**src/rtl/d_e_pipe_reg_if.sv**
```systemverilog
// d_e_pipe_reg_if: D->E pipeline bundle; master drives the D-stage side, slave (the pipe register) drives the E side.
interface d_e_pipe_reg_if #(
  parameter int EXC_W = 5
);
  logic             Req;
  logic             stall;
  logic [31:0]      D_PC;
  logic [31:0]      D_Instr;
  logic [31:0]      D_RD1;
  logic [31:0]      D_RD2;
  logic [31:0]      D_EXT;
  logic [EXC_W-1:0] D_ExcCode;
  logic             D_BD;
  logic [2:0]       D_MDUOp;
  logic             D_MDUStart;
  logic             D_MDUUse;
  logic             E_Busy;
  logic [31:0]      E_PC;
  logic [31:0]      E_Instr;
  logic [31:0]      E_RD1;
  logic [31:0]      E_RD2;
  logic [31:0]      E_EXT;
  logic [EXC_W-1:0] E_ExcCode;
  logic             E_BD;
  logic [2:0]       E_MDUOp;
  logic             E_MDUStart;
  logic             mdu_stall;
  modport master (
    output Req, stall, D_PC, D_Instr, D_RD1, D_RD2, D_EXT, D_ExcCode, D_BD,
           D_MDUOp, D_MDUStart, D_MDUUse, E_Busy,
    input  E_PC, E_Instr, E_RD1, E_RD2, E_EXT, E_ExcCode, E_BD, E_MDUOp,
           E_MDUStart, mdu_stall
  );
  modport slave (
    input  Req, stall, D_PC, D_Instr, D_RD1, D_RD2, D_EXT, D_ExcCode, D_BD,
           D_MDUOp, D_MDUStart, D_MDUUse, E_Busy,
    output E_PC, E_Instr, E_RD1, E_RD2, E_EXT, E_ExcCode, E_BD, E_MDUOp,
           E_MDUStart, mdu_stall
  );
endinterface

```
**src/rtl/d_e_pipe_reg.sv**
```systemverilog
// d_e_pipe_reg: Decode->Execute pipeline register with flush/bubble handling and MDU start/stall logic.
// Ports: clk, reset (async, active-high), bus (slave side of d_e_pipe_reg_if: D-stage inputs, Req, stall,
// E_Busy in; E-stage registered fields, E_MDUStart pulse and combinational mdu_stall out).
module d_e_pipe_reg #(
  parameter logic [31:0] EXC_ENTRY = 32'h0000_4180,
  parameter int          EXC_W     = 5
) (
  input logic           clk,
  input logic           reset,
  d_e_pipe_reg_if.slave bus
);
  // Registered E_MDUStart counts as busy: it covers the cycle the MDU accepts Start before Busy rises.
  assign bus.mdu_stall = bus.D_MDUUse & (bus.E_Busy | bus.E_MDUStart);
  always_ff @(posedge clk or posedge reset) begin
    if (reset) begin
      bus.E_PC       <= '0;
      bus.E_Instr    <= '0;
      bus.E_RD1      <= '0;
      bus.E_RD2      <= '0;
      bus.E_EXT      <= '0;
      bus.E_ExcCode  <= '0;
      bus.E_BD       <= 1'b0;
      bus.E_MDUOp    <= '0;
      bus.E_MDUStart <= 1'b0;
    end else begin
      // Flush points E at the handler; a bubble keeps PC/BD so a later exception reports the right EPC/BD.
      bus.E_PC       <= bus.Req ? EXC_ENTRY : bus.D_PC;
      bus.E_BD       <= !bus.Req && bus.D_BD;
      bus.E_Instr    <= (bus.Req || bus.stall) ? '0 : bus.D_Instr;
      bus.E_RD1      <= (bus.Req || bus.stall) ? '0 : bus.D_RD1;
      bus.E_RD2      <= (bus.Req || bus.stall) ? '0 : bus.D_RD2;
      bus.E_EXT      <= (bus.Req || bus.stall) ? '0 : bus.D_EXT;
      bus.E_ExcCode  <= (bus.Req || bus.stall) ? '0 : bus.D_ExcCode;
      bus.E_MDUOp    <= (bus.Req || bus.stall) ? '0 : bus.D_MDUOp;
      // A faulted instruction never starts the MDU; E never holds, so this is a one-cycle pulse.
      bus.E_MDUStart <= !bus.Req && !bus.stall && bus.D_MDUStart && (bus.D_ExcCode == '0);
    end
  end
endmodule

```
**src/flat_wrapper.sv**
```systemverilog
// flat-port wrapper written by rule: the top's interface ports become plain ports
module d_e_pipe_reg_flat 
#(
  parameter logic [31:0] EXC_ENTRY = 32'h0000_4180,
  parameter int          EXC_W     = 5
)
  (clk, reset, bus_Req, bus_stall, bus_D_PC, bus_D_Instr, bus_D_RD1, bus_D_RD2, bus_D_EXT, bus_D_ExcCode, bus_D_BD, bus_D_MDUOp, bus_D_MDUStart, bus_D_MDUUse, bus_E_Busy, bus_E_PC, bus_E_Instr, bus_E_RD1, bus_E_RD2, bus_E_EXT, bus_E_ExcCode, bus_E_BD, bus_E_MDUOp, bus_E_MDUStart, bus_mdu_stall);
  d_e_pipe_reg_if #(.EXC_W(EXC_W)) bus_i ();
  input logic clk;
  input logic reset;
  input wire logic [$bits(bus_i.Req)-1:0] bus_Req;
  input wire logic [$bits(bus_i.stall)-1:0] bus_stall;
  input wire logic [$bits(bus_i.D_PC)-1:0] bus_D_PC;
  input wire logic [$bits(bus_i.D_Instr)-1:0] bus_D_Instr;
  input wire logic [$bits(bus_i.D_RD1)-1:0] bus_D_RD1;
  input wire logic [$bits(bus_i.D_RD2)-1:0] bus_D_RD2;
  input wire logic [$bits(bus_i.D_EXT)-1:0] bus_D_EXT;
  input wire logic [$bits(bus_i.D_ExcCode)-1:0] bus_D_ExcCode;
  input wire logic [$bits(bus_i.D_BD)-1:0] bus_D_BD;
  input wire logic [$bits(bus_i.D_MDUOp)-1:0] bus_D_MDUOp;
  input wire logic [$bits(bus_i.D_MDUStart)-1:0] bus_D_MDUStart;
  input wire logic [$bits(bus_i.D_MDUUse)-1:0] bus_D_MDUUse;
  input wire logic [$bits(bus_i.E_Busy)-1:0] bus_E_Busy;
  output wire logic [$bits(bus_i.E_PC)-1:0] bus_E_PC;
  output wire logic [$bits(bus_i.E_Instr)-1:0] bus_E_Instr;
  output wire logic [$bits(bus_i.E_RD1)-1:0] bus_E_RD1;
  output wire logic [$bits(bus_i.E_RD2)-1:0] bus_E_RD2;
  output wire logic [$bits(bus_i.E_EXT)-1:0] bus_E_EXT;
  output wire logic [$bits(bus_i.E_ExcCode)-1:0] bus_E_ExcCode;
  output wire logic [$bits(bus_i.E_BD)-1:0] bus_E_BD;
  output wire logic [$bits(bus_i.E_MDUOp)-1:0] bus_E_MDUOp;
  output wire logic [$bits(bus_i.E_MDUStart)-1:0] bus_E_MDUStart;
  output wire logic [$bits(bus_i.mdu_stall)-1:0] bus_mdu_stall;
  assign bus_i.Req = bus_Req;
  assign bus_i.stall = bus_stall;
  assign bus_i.D_PC = bus_D_PC;
  assign bus_i.D_Instr = bus_D_Instr;
  assign bus_i.D_RD1 = bus_D_RD1;
  assign bus_i.D_RD2 = bus_D_RD2;
  assign bus_i.D_EXT = bus_D_EXT;
  assign bus_i.D_ExcCode = bus_D_ExcCode;
  assign bus_i.D_BD = bus_D_BD;
  assign bus_i.D_MDUOp = bus_D_MDUOp;
  assign bus_i.D_MDUStart = bus_D_MDUStart;
  assign bus_i.D_MDUUse = bus_D_MDUUse;
  assign bus_i.E_Busy = bus_E_Busy;
  assign bus_E_PC = bus_i.E_PC;
  assign bus_E_Instr = bus_i.E_Instr;
  assign bus_E_RD1 = bus_i.E_RD1;
  assign bus_E_RD2 = bus_i.E_RD2;
  assign bus_E_EXT = bus_i.E_EXT;
  assign bus_E_ExcCode = bus_i.E_ExcCode;
  assign bus_E_BD = bus_i.E_BD;
  assign bus_E_MDUOp = bus_i.E_MDUOp;
  assign bus_E_MDUStart = bus_i.E_MDUStart;
  assign bus_mdu_stall = bus_i.mdu_stall;
  d_e_pipe_reg #(.EXC_ENTRY(EXC_ENTRY), .EXC_W(EXC_W)) u_core (.clk(clk), .reset(reset), .bus(bus_i));
endmodule
```
**config.mk**
```make
export PLATFORM = sky130hd
export DESIGN_NAME = d_e_pipe_reg_flat
export DESIGN_NICKNAME = d
export VERILOG_FILES = /design/src/rtl/d_e_pipe_reg_if.sv /design/src/rtl/d_e_pipe_reg.sv /design/src/flat_wrapper.sv
export SDC_FILE = /design/constraint.sdc
export NUM_CORES = 1
export LEC_CHECK = 0
export ABC_CLOCK_PERIOD_IN_PS = 5500
export BUFFER_PORTS_ARGS = -buffer_cell sky130_fd_sc_hd__buf_4
export CORE_AREA = 2 2 136 138
export DETAILED_ROUTE_END_ITERATION = 12
export DIE_AREA = 0 0 138 140
export GPL_ROUTABILITY_DRIVEN = 1
export GPL_TIMING_DRIVEN = 0
export MAX_ROUTING_LAYER = met4
export SLEW_MARGIN = 15
export SYNTH_ARGS = -nofsm -noshare
export SYNTH_HDL_FRONTEND = slang
export SYNTH_SLANG_ARGS = --single-unit
```
**constraint.sdc**
```tcl
create_clock -name clk -period 5.5 [get_ports clk]
set_input_delay 1.1 -clock clk [delete_from_list [all_inputs] [get_ports clk]]
set_output_delay 1.1 -clock clk [all_outputs]
set_load 0.01 [all_outputs]
```
[Yosys cells after proc, flatten, opt, wreduce, memory -nomap -nowiden]
Cells that the tools add are included.
Word-level totals
  register bits: 170
  logic and storage cells: 26
Cells by class
  multiplexer cells: 7
  bitwise logic cells: 2
  reduce and logical (&&, ||, !) cells: 8
Operators by type and width (number)
  $mux W32: 5
  $logic_not A5 Y1: 1
  $mux W5: 1
  $logic_and A1 B1 Y1: 4
  $mux W3: 1
  $logic_not A1 Y1: 2
  $and A1 B1 Y1: 1
  $logic_or A1 B1 Y1: 1
  $or A1 B1 Y1: 1

[Depth between registers and ports, before layout]
Gate-level depths: netlist of run 1.
  depth in word-level cells: 4
  gate-level depth with buffers: 4
  depth with buffers taken out: 2

[Least setup slack after synthesis of run 1]
Ideal clock, no wire load.
  path type: input to output
  start point: input port bus_E_Busy
  end point: output port bus_mdu_stall
  arrival time: 1283 ps
  slack: 3117 ps
  stages on the path: 1
  cell sequence: o21a_1
On the way
  cells in the longest elaborated chain, start to end: 2
Ends and longest elaborated chain
  start: declaration: RTL line flat_wrapper.sv:23  | input wire logic [$bits(bus_i.E_Busy)-1:0] bus_E_Busy;
  $or A1 B1 Y1: RTL line d_e_pipe_reg.sv:13  | assign bus.mdu_stall = bus.D_MDUUse & (bus.E_Busy | bus.E_MDUStart);
  $and A1 B1 Y1: RTL line d_e_pipe_reg.sv:13
  end: declaration: RTL line flat_wrapper.sv:33  | output wire logic [$bits(bus_i.mdu_stall)-1:0] bus_mdu_stall;
Every way passes these cells.

[Worst setup path after layout of run 1]
Ends and elaborated chain as after synthesis.

==> run_results.csv, run 1 <==
group,metric,value,unit
outcome,outcome,"completed",
placed_design,io_buffer_count,346,
clock_network,post-cts-setup-buffers,0,
cells_and_area,nets,908,
power_and_ir_drop,ir_drop,0.206,mV
synth,mappedNetlistArea,0.00556,mm^2
cells_and_area,layout-drive-gt1-share,66.1,%
worst_setup_path,crit_slowest_cell,"o21a_1",
global_route,grt_pass1_vias,4505,
worst_setup_path,slowest_delay,0.16,ns
routing,wirelength,15500,um
sta,slew_viol_final,0,
global_route,grt_pass1_wl,24300,um
worst_setup_path,cp-end-kind,"output pin",
sta,setup_viol,0,
die,die_h,140,um
worst_setup_path,arrival,1.51,ns
flow_run,cap_violations,0,
worst_setup_path,worstPathCellList,"buf_4 > o21a_1 > buf_4",
routing,ant_nets,0,
power_and_ir_drop,clockPowerShare,42.6,%
sta,worst_slew_pin_slew,0.422,ns
cells_and_area,fin_util,51.5,%
die,dieArea,0.0193,mm^2
synth,ys_types,14,
placed_design,post-place-cells,942,
die,die_width,138,um
clock_network,cts-root-buf,"clkbuf_16",
global_route,grt-ovfl-total,0,
routing,drcViolationCount,0,
synth,synth_top_area_share,76.5,%
worst_setup_path,crit_top_cell,"buf_4",
cells_and_area,instances_no_fill,973,
die,initial_core_util,31.3,%
placed_design,placed_area,0.00856,mm^2
cells_and_area,antenna_cells,0,
routing,drt_iter0_markers,133,
sta,fmax,0.383,GHz
synth,postSynthAreaPerCell,15.4,um^2
worst_setup_path,crit_start,"bus_E_Busy",
clock_network,cts-hold-fix-buffers,0,
routing,wl_per_cell,15.9,um
die,io_pins,347,
clock_network,clock-sinks,170,
synth,synth.area.top_cells,"dfrtp_1 (76%), and2_2 (12%), and2_1 (5.2%)",
sta,fin_crit,2.61,ns
placed_design,hpwl,12400,um
power_and_ir_drop,power_density,309,mW/mm^2
cells_and_area,area_delta_synth_final,64.5,%
synth,synthTopCellsByCount,"dfrtp_1 (170), and2_2 (90), and2_1 (46)",
synth,synth_top_area_cell,"dfrtp_1",
synth,synth_top_flop_cell,"dfrtp_1",
routing,num_vias,3992,
sta,finalCritPeriodShare,47.4,%
cells_and_area,final_area,0.00915,mm^2
power_and_ir_drop,power_leakage,4.95,nW
clock_network,clk_path_buf_depth,2,
sta,relSlewSlack,71.9,%
worst_hold_path,hp-class,"primary input to async pin",
synth,synth-seq-area-share,76.5,%
synth,synth-edff-count,0,
synth,synth_warnings,0,
synth,async_flop_share,100,%
die,placementRows,49,
power_and_ir_drop,power.share.combinational,10.8,%
sta,hold_violations,0,
sta,tns,0,ns
routing,dr.pass1.iters,4,
clock_network,ctsResizeCount,0,
worst_setup_path,path_class,"primary input to output pin",
global_route,grt_max_degree,39,
synth,synth_seq_cells,170,
sta,holdWs,0.663,ns
power_and_ir_drop,swShare,21.8,%
die,core,0.0178,mm^2
global_route,track_usage,16.7,%
clock_network,cts_buffers,17,
clock_network,clk_pin_slew_worst_paths,0.06,ns
global_route,grt_antenna_before_repair,0,
clock_network,htreeDepth,4,
synth,syn-num-nets,538,
power_and_ir_drop,p_sw,0.615,mW
power_and_ir_drop,seq_power_share,46.6,%
worst_setup_path,crit_fanout,1,
routing,avgViaCountPerCell,4.10,
placed_design,gp_congestion,0.778,
sta,rsz0062_at_grt,"no",
synth,syn_inst,362,
clock_network,cts_tree,"done",
power_and_ir_drop,p_int,2.21,mW
worst_setup_path,required,4.40,ns
worst_setup_path,start_kind,"primary input",
synth,yosysMostFrequentCell,"dfrtp_1",
==> cells by family (layout without fill, tap and decap cells) <==
logic type	after synthesis	after routing	synth area share, %
buf+inv	19	401	1.84
compound gates	1	1	0.135
simple gates	172	172	21.6
flops	170	170	76.5
==> flip-flops by register name, indices dropped and copies added (netlist names) <==
register	flops
u_core.bus.E_MDUOp	3
u_core.bus.E_ExcCode	5
u_core.bus.E_RD1	32
u_core.bus.E_BD	1
u_core.bus.E_MDUStart	1
u_core.bus.E_RD2	32
u_core.bus.E_EXT	32
u_core.bus.E_PC	32
u_core.bus.E_Instr	32
==> final timing paths <==
check / end / slack (ns) / depth (start not counted)
max: bus_mdu_stall / 2.89 / 3
max in group asynchronous: u_core.bus.E_Instr[9] / 3.93 / 5
min in group clk: u_core.bus.E_PC[7] / 0.87 / 2
min: u_core.bus.E_RD2[30] / 0.66 / 2
==> cell usage in the layout, fill, tap and decap left out <==
| master | instances |
|---|---|
| and2b_2 | 3 |
| bufinv_16 | 3 |
| clkinv_2 | 1 |
| inv_6 | 1 |
| buf_12 | 4 |
| clkinv_4 | 2 |
| and4b_1 | 1 |
| and2_1 | 46 |
| clkbuf_8 | 1 |
| nor2_2 | 1 |
| nor4_1 | 1 |
| clkbuf_1 | 6 |
| clkbuf_2 | 13 |
| clkinvlp_4 | 4 |
| o21a_1 | 1 |
| and2_2 | 90 |
| or2_2 | 3 |
| dfrtp_1 | 170 |
| nor2b_1 | 27 |
| clkbuf_16 | 17 |
| buf_4 | 346 |
| buf_6 | 2 |
| buf_16 | 1 |
==> power groups by stage <==
| stage | Clock, mW | Sequential [mW] | Combinational [mW] |
|---|---|---|---|
| global placement | 0 | 1.34 | 0.295 |
| global route | 1.30 | 1.32 | 0.331 |
| detailed placement | 0 | 1.34 | 0.311 |
| CTS | 1.23 | 1.32 | 0.311 |
| finish | 1.20 | 1.32 | 0.304 |
| floorplan | 0 | 1.37 | 0.0725 |
==> worst max-delay path, delay by kind of cell <==
kind | cells | cell delay [ns]
compound gates | 1 | 0.16
buf+inv | 2 | 0.25
==> per-layer routing <==
metal  vias to the layer above  track usage [%]  wire length (um)
li1                       1830                -                 -
met1                      1944             18.3              5800
met2                       196             28.7              8190
met3                        22             5.85              1200
met4                         0             5.53               327
met5                         -                -                 0
==> through the flow <==
| stage | setup WS [ns] | total power, mW |
|---|---|---|
| 5_1_grt | 2.89 | 2.95 |
| 6_report | 2.89 | 2.82 |
| 2_1_floorplan | 2.23 | 1.44 |
| 4_1_cts | 2.89 | 2.86 |
| 3_5_place_dp | 2.89 | 1.65 |
| 3_3_place_gp | 1.33 | 1.63 |
==> layout make-up <==
class	instances	area, um^2
buffer	18	98.8
clock buffer	21	450
clock inverter	10	144
fill	1610	8630
inverter	1	7.51
multi-input combinational	173	1210
sequential	170	4250
tap	229	287
timing repair buffer	351	2710
Power figures use the tool's default switching activity.
==> run 2, diff against run 1 <==
- ABC_AREA: not set -> 1
- ABC_CLOCK_PERIOD_IN_PS: 5500 -> 2570
- CORE_AREA: 2 2 136 138 -> 2 2 133 135
- DIE_AREA: 0 0 138 140 -> 0 0 135 137
- clock period: 5.5 -> 2.57 ns (I/O delays scaled with it)
==> run 2 against run 1 <==
Compared with the run above:
- die area shrank 4.3%
- critical endpoint unchanged
- highest routed layer unchanged
- worst setup slack worse by 2.0 ns
- final area increased by 1.7%
- first-iteration DRC count up 53%
==> run_results.csv, run 2 <==
group,metric,value,unit
outcome,outcome,"completed",
synth,postSynthAreaPerCell,10.7,um^2
sta,fin_crit,1.65,ns
clock_network,htreeDepth,4,
routing,wirelength,16000,um
worst_setup_path,crit_slowest_cell,"dfrtp_1",
worst_setup_path,required,2.06,ns
routing,num_vias,4387,
placed_design,dp_worst_setup_slack,1.09,ns
placed_design,io_buffer_count,345,
cells_and_area,layout-drive-gt1-share,44.8,%
flow_run,cap_violations,0,
die,placementRows,48,
synth,ys_types,12,
sta,setup_slack,0.925,ns
sta,fmax,0.608,GHz
power_and_ir_drop,p_sw,1.40,mW
worst_setup_path,cp.depth,2,
clock_network,clk_path_buf_depth,2,
die,core,0.0171,mm^2
synth,synth_top_flop_cell,"dfrtp_1",
sta,hold_violations,0,
cells_and_area,area_delta_synth_final,62.4,%
worst_setup_path,cp_num_buf_inv,1,
clock_network,ctsResizeCount,0,
die,die_width,135,um
die,die_h,137,um
global_route,grt-ovfl-total,0,
synth,syn_inst,534,
cells_and_area,final_common_cell,"buf_4",
power_and_ir_drop,seq_power_share,45.8,%
power_and_ir_drop,p_int,4.74,mW
sta,finalCritPeriodShare,64.0,%
routing,drt_iter0_markers,203,
synth,synthTopCellsByCount,"dfrtp_1 (170), inv_1 (168), nor2_1 (160)",
clock_network,cts-hold-fix-buffers,0,
worst_setup_path,cp-end-kind,"output pin",
synth,synth_warnings,0,
routing,avgViaCountPerCell,3.85,
worst_setup_path,crit_fanout,2,
clock_network,post-cts-setup-buffers,0,
die,initial_core_util,33.6,%
power_and_ir_drop,power.share.combinational,11.2,%
synth,synth_top_area_share,74.3,%
clock_network,cts-root-buf,"clkbuf_16",
sta,relSlewSlack,68.2,%
synth,synth-seq-area-share,74.3,%
die,io_pins,347,
global_route,grt_pass1_vias,4505,
clock_network,clock-sinks,170,
synth,synth_top_area_cell,"dfrtp_1",
global_route,grt_max_degree,37,
global_route,grt_pass1_wl,23800,um
worst_setup_path,slowest_delay,0.39,ns
sta,slew_viol_final,0,
worst_setup_path,worstPathCellList,"o21a_1 > buf_4",
die,dieArea,0.0185,mm^2
power_and_ir_drop,ir_drop,0.423,mV
cells_and_area,nets,1079,
routing,drcViolationCount,0,
synth,synth-edff-count,0,
clock_network,cts_tree,"done",
worst_setup_path,crit_start,"u_core.bus.E_MDUStart",
power_and_ir_drop,swShare,22.8,%
synth,mappedNetlistArea,0.00573,mm^2
cells_and_area,fin_util,54.6,%
routing,ant_nets,0,
power_and_ir_drop,power_leakage,5.67,nW
worst_hold_path,hp-class,"primary input to async pin",
power_and_ir_drop,power_density,659,mW/mm^2
synth,yosysMostFrequentCell,"dfrtp_1",
global_route,track_usage,18.0,%
synth,async_flop_share,100,%
placed_design,hpwl,12400,um
synth,syn-num-nets,710,
sta,worst_slew_pin_slew,0.477,ns
worst_setup_path,start_kind,"flop",
worst_setup_path,arrival,1.13,ns
power_and_ir_drop,clockPowerShare,43.0,%
sta,setup_viol,0,
clock_network,clk_pin_slew_worst_paths,0.06,ns
placed_design,gp_congestion,0.845,
worst_setup_path,path_class,"flop to output pin",
cells_and_area,layout_common_cells,"buf_4 (345), dfrtp_1 (170), inv_1 (167), nor2_1 (160), clkbuf_16 (17)",
synth,synth.area.top_cells,"dfrtp_1 (74%), inv_1 (11%), nor2_1 (10%)",
power_and_ir_drop,power,6.14,mW
worst_setup_path,critPathTopFamily,"flip-flops",
clock_network,cts_buffers,17,
cells_and_area,antenna_cells,0,
global_route,grt_antenna_before_repair,0,
routing,wl_per_cell,14.1,um
routing,dr.pass1.iters,4,
sta,rsz0062_at_grt,"no",
synth,synth_seq_cells,170,
## run 2: worst max-delay path by stage
stage                                  endpoint  slack, ns
after floorplan                 u_core.bus.E_BD      -0.11
after global placement    u_core.bus.E_MDUOp[0]      -1.22
after detailed placement    u_core.bus.E_EXT[0]       1.09
after CTS                         bus_mdu_stall       0.89
after global routing              bus_mdu_stall       0.87
final                             bus_mdu_stall       0.92
## run 2: power by group through the flow
stage	clock [mW]	combinational [mW]	sequential (mW)
floorplan	0	0.181	2.92
global placement	0	0.678	2.86
detailed placement	0	0.702	2.86
CTS	2.71	0.705	2.81
global route	2.82	0.760	2.82
finish	2.64	0.687	2.81
## run 2: area by class of cell
class	count	area, um^2
buffer	18	124
clock buffer	21	460
clock inverter	10	140
fill	1584	7750
inverter	169	638
multi-input combinational	177	717
sequential	170	4250
tap	225	282
timing repair buffer	350	2690
## run 2: cells by family (layout without fill, tap and decap cells)
family          Yosys count  count (layout)  synth area share, %
flops                   170             170                 74.3
buf+inv                 187             568                 13.2
simple gates            176             176                 12.4
compound gates            1               1                0.131
## run 2: stage by stage
| stage | cell area (um^2) | cells | hold WS, ns | TNS (ns) |
|---|---|---|---|---|
| 4_1_cts | 9310 | 1140 | 0.0944 | 0 |
| 3_5_place_dp | 8700 | 1109 | 0.553 | 0 |
| 2_1_floorplan | 5730 | 534 | 0.615 | -19.16 |
| 5_1_grt | 9310 | 1140 | 0.103 | 0 |
| 3_3_place_gp | 8600 | 1104 | 0.705 | -204.68 |
| 6_report | 9310 | 1140 | 0.0990 | 0 |
## run 2: metal layers
metal / up-vias / wire length (um) / GRT usage, %
met5: - / 0 / -
met4: 0 / 463 / 8.22
met3: 32 / 1620 / 6.89
met2: 223 / 8090 / 29.7
met1: 1961 / 5870 / 19.5
li1: 2171 / - / -
==> run 3, diff against run 2 <==
- ABC_AREA: 1 -> 0
- ABC_CLOCK_PERIOD_IN_PS: 2570 -> 1510
- CORE_AREA: 2 2 133 135 -> 2 2 136 138
- DIE_AREA: 0 0 135 137 -> 0 0 138 140
- clock period: 2.57 -> 1.51 ns (I/O delays scaled with it)
==> run 3 against run 2 <==
Compared with the run above:
- first-iteration DRC count down 36%
- flip-flop and latch count unchanged
- non-clock buffer count up 2
- critical path depth unchanged
- largest power group unchanged
- core utilization down 3.0 points
- global-route usage down 1.3 points
- via count down 8.9%
- sequential power up 70%
- die area up 4.5%
==> run_results.csv, run 3 (synthesized netlist as in run 1, its figures left out) <==
group,metric,value,unit
clock_network,clock-sinks,170,
global_route,grt_pass1_vias,4512,
power_and_ir_drop,power_density,1120,mW/mm^2
placed_design,hpwl,12400,um
power_and_ir_drop,swShare,21.7,%
clock_network,cts_buffers,17,
flow_run,cap_violations,0,
placed_design,post-place-cells,942,
routing,drcViolationCount,0,
clock_network,post-cts-setup-buffers,0,
sta,setup_viol,0,
clock_network,clk_pin_slew_worst_paths,0.06,ns
clock_network,cts_tree,"done",
sta,holdWs,0.0770,ns
routing,num_vias,3995,
worst_setup_path,arrival,1.13,ns
clock_network,ctsResizeCount,0,
routing,wl_per_cell,15.9,um
sta,worst_slew_pin_slew,0.422,ns
worst_hold_path,hp-start,"bus_D_PC[7]",
power_and_ir_drop,p_sw,2.23,mW
sta,fmax,0.697,GHz
cells_and_area,instances_no_fill,974,
clock_network,clk_path_buf_depth,2,
power_and_ir_drop,power,10.3,mW
placed_design,gp_congestion,0.778,
cells_and_area,layout_common_cells,"buf_4 (346), dfrtp_1 (170), and2_2 (90), and2_1 (46), nor2b_1 (27)",
cells_and_area,fin_util,51.5,%
worst_setup_path,crit_slowest_cell,"dfrtp_1",
worst_hold_path,worst_hold_path.endpoint,"u_core.bus.E_PC[7]",
cells_and_area,area_delta_synth_final,64.7,%
worst_setup_path,crit_fanout,2,
die,die_h,140,um
die,placementRows,49,
power_and_ir_drop,power_leakage,4.95,nW
power_and_ir_drop,ir_drop,0.752,mV
routing,drt_iter0_markers,130,
worst_setup_path,path_class,"flop to output pin",
die,die_width,138,um
power_and_ir_drop,p_int,8.05,mW
worst_setup_path,required,1.21,ns
routing,dr.pass1.iters,4,
cells_and_area,antenna_cells,0,
power_and_ir_drop,seq_power_share,46.6,%
sta,rsz0062_at_grt,"no",
worst_hold_path,hp-class,"primary input to flop",
worst_setup_path,start_kind,"flop",
global_route,grt_antenna_before_repair,0,
power_and_ir_drop,power.share.combinational,10.8,%
cells_and_area,nets,909,
worst_setup_path,cp-end-kind,"output pin",
sta,finalCritPeriodShare,95.0,%
clock_network,cts-hold-fix-buffers,1,
die,dieArea,0.0193,mm^2
cells_and_area,layout-drive-gt1-share,66.0,%
sta,relSlewSlack,71.9,%
die,initial_core_util,31.3,%
global_route,grt_pass1_wl,24300,um
sta,fin_crit,1.43,ns
clock_network,htreeDepth,4,
die,io_pins,347,
global_route,grt-ovfl-total,0,
die,core,0.0178,mm^2
sta,hold_violations,0,
global_route,grt_max_degree,39,
routing,avgViaCountPerCell,4.10,
placed_design,io_buffer_count,346,
routing,ant_nets,0,
cells_and_area,final_common_cell,"buf_4",
worst_hold_path,hold_depth,2,
sta,slew_viol_final,0,
routing,wirelength,15500,um
outcome,outcome,"completed",
worst_setup_path,worstPathCellList,"o21a_1 > buf_4",
global_route,track_usage,16.8,%
clock_network,cts-root-buf,"clkbuf_16",
power_and_ir_drop,clockPowerShare,42.6,%
worst_setup_path,slowest_delay,0.39,ns
==> run 3: worst max-delay path by stage <==
stage,slack (ns),cells past startpoint,to,from
after floorplan,-0.96,1,u_core.bus.E_BD,reset
after CTS,0.05,2,bus_mdu_stall,u_core.bus.E_MDUStart
after global placement,-1.86,2,u_core.bus.E_Instr[25],reset
final,0.08,2,bus_mdu_stall,u_core.bus.E_MDUStart
after detailed placement,0.19,5,u_core.bus.E_RD1[2],bus_Req
after global routing,0.01,6,u_core.bus.E_MDUOp[1],reset
==> run 3: layer usage <==
metal | GRT usage [%] | wire [um] | vias up
li1 | - | - | 1832
met1 | 18.3 | 5790 | 1945
met2 | 28.8 | 8220 | 196
met3 | 5.85 | 1200 | 22
met4 | 5.53 | 327 | 0
met5 | - | 0 | -
==> run 3: worst max-delay path: cells and delay by family (launching register included) <==
family	cells	cell delay, ns
DFF	1	0.39
buffers and inverters	1	0.14
AOI/OAI and AO/OA	1	0.19
==> run 3: area by class of cell <==
type | instances | area [um^2]
Fill cell | 1609 | 8620
Timing Repair Buffer | 352 | 2720
Buffer | 18 | 98.8
Clock inverter | 10 | 144
Clock buffer | 21 | 450
Multi-Input combinational cell | 173 | 1210
Tap cell | 229 | 287
Inverter | 1 | 7.51
Sequential cell | 170 | 4250
==> run 3: per-stage QoR <==
step | setup slack (ns) | setup TNS [ns] | instance area (um^2)
CTS | 0.0466 | 0 | 9160
floorplan | -0.961 | -163.32 | 5570
detailed placement | 0.192 | 0 | 8560
global placement | -1.86 | -314.09 | 8450
finish | 0.0750 | 0 | 9160
global route | 0.0119 | 0 | 9160
==> run 3: power groups by stage <==
stage	clock [mW]	sequential [mW]	combinational [mW]
3_5_place_dp	0	4.88	1.13
2_1_floorplan	0	4.97	0.264
4_1_cts	4.49	4.79	1.14
3_3_place_gp	0	4.88	1.07
6_report	4.38	4.79	1.11
5_1_grt	4.72	4.81	1.21
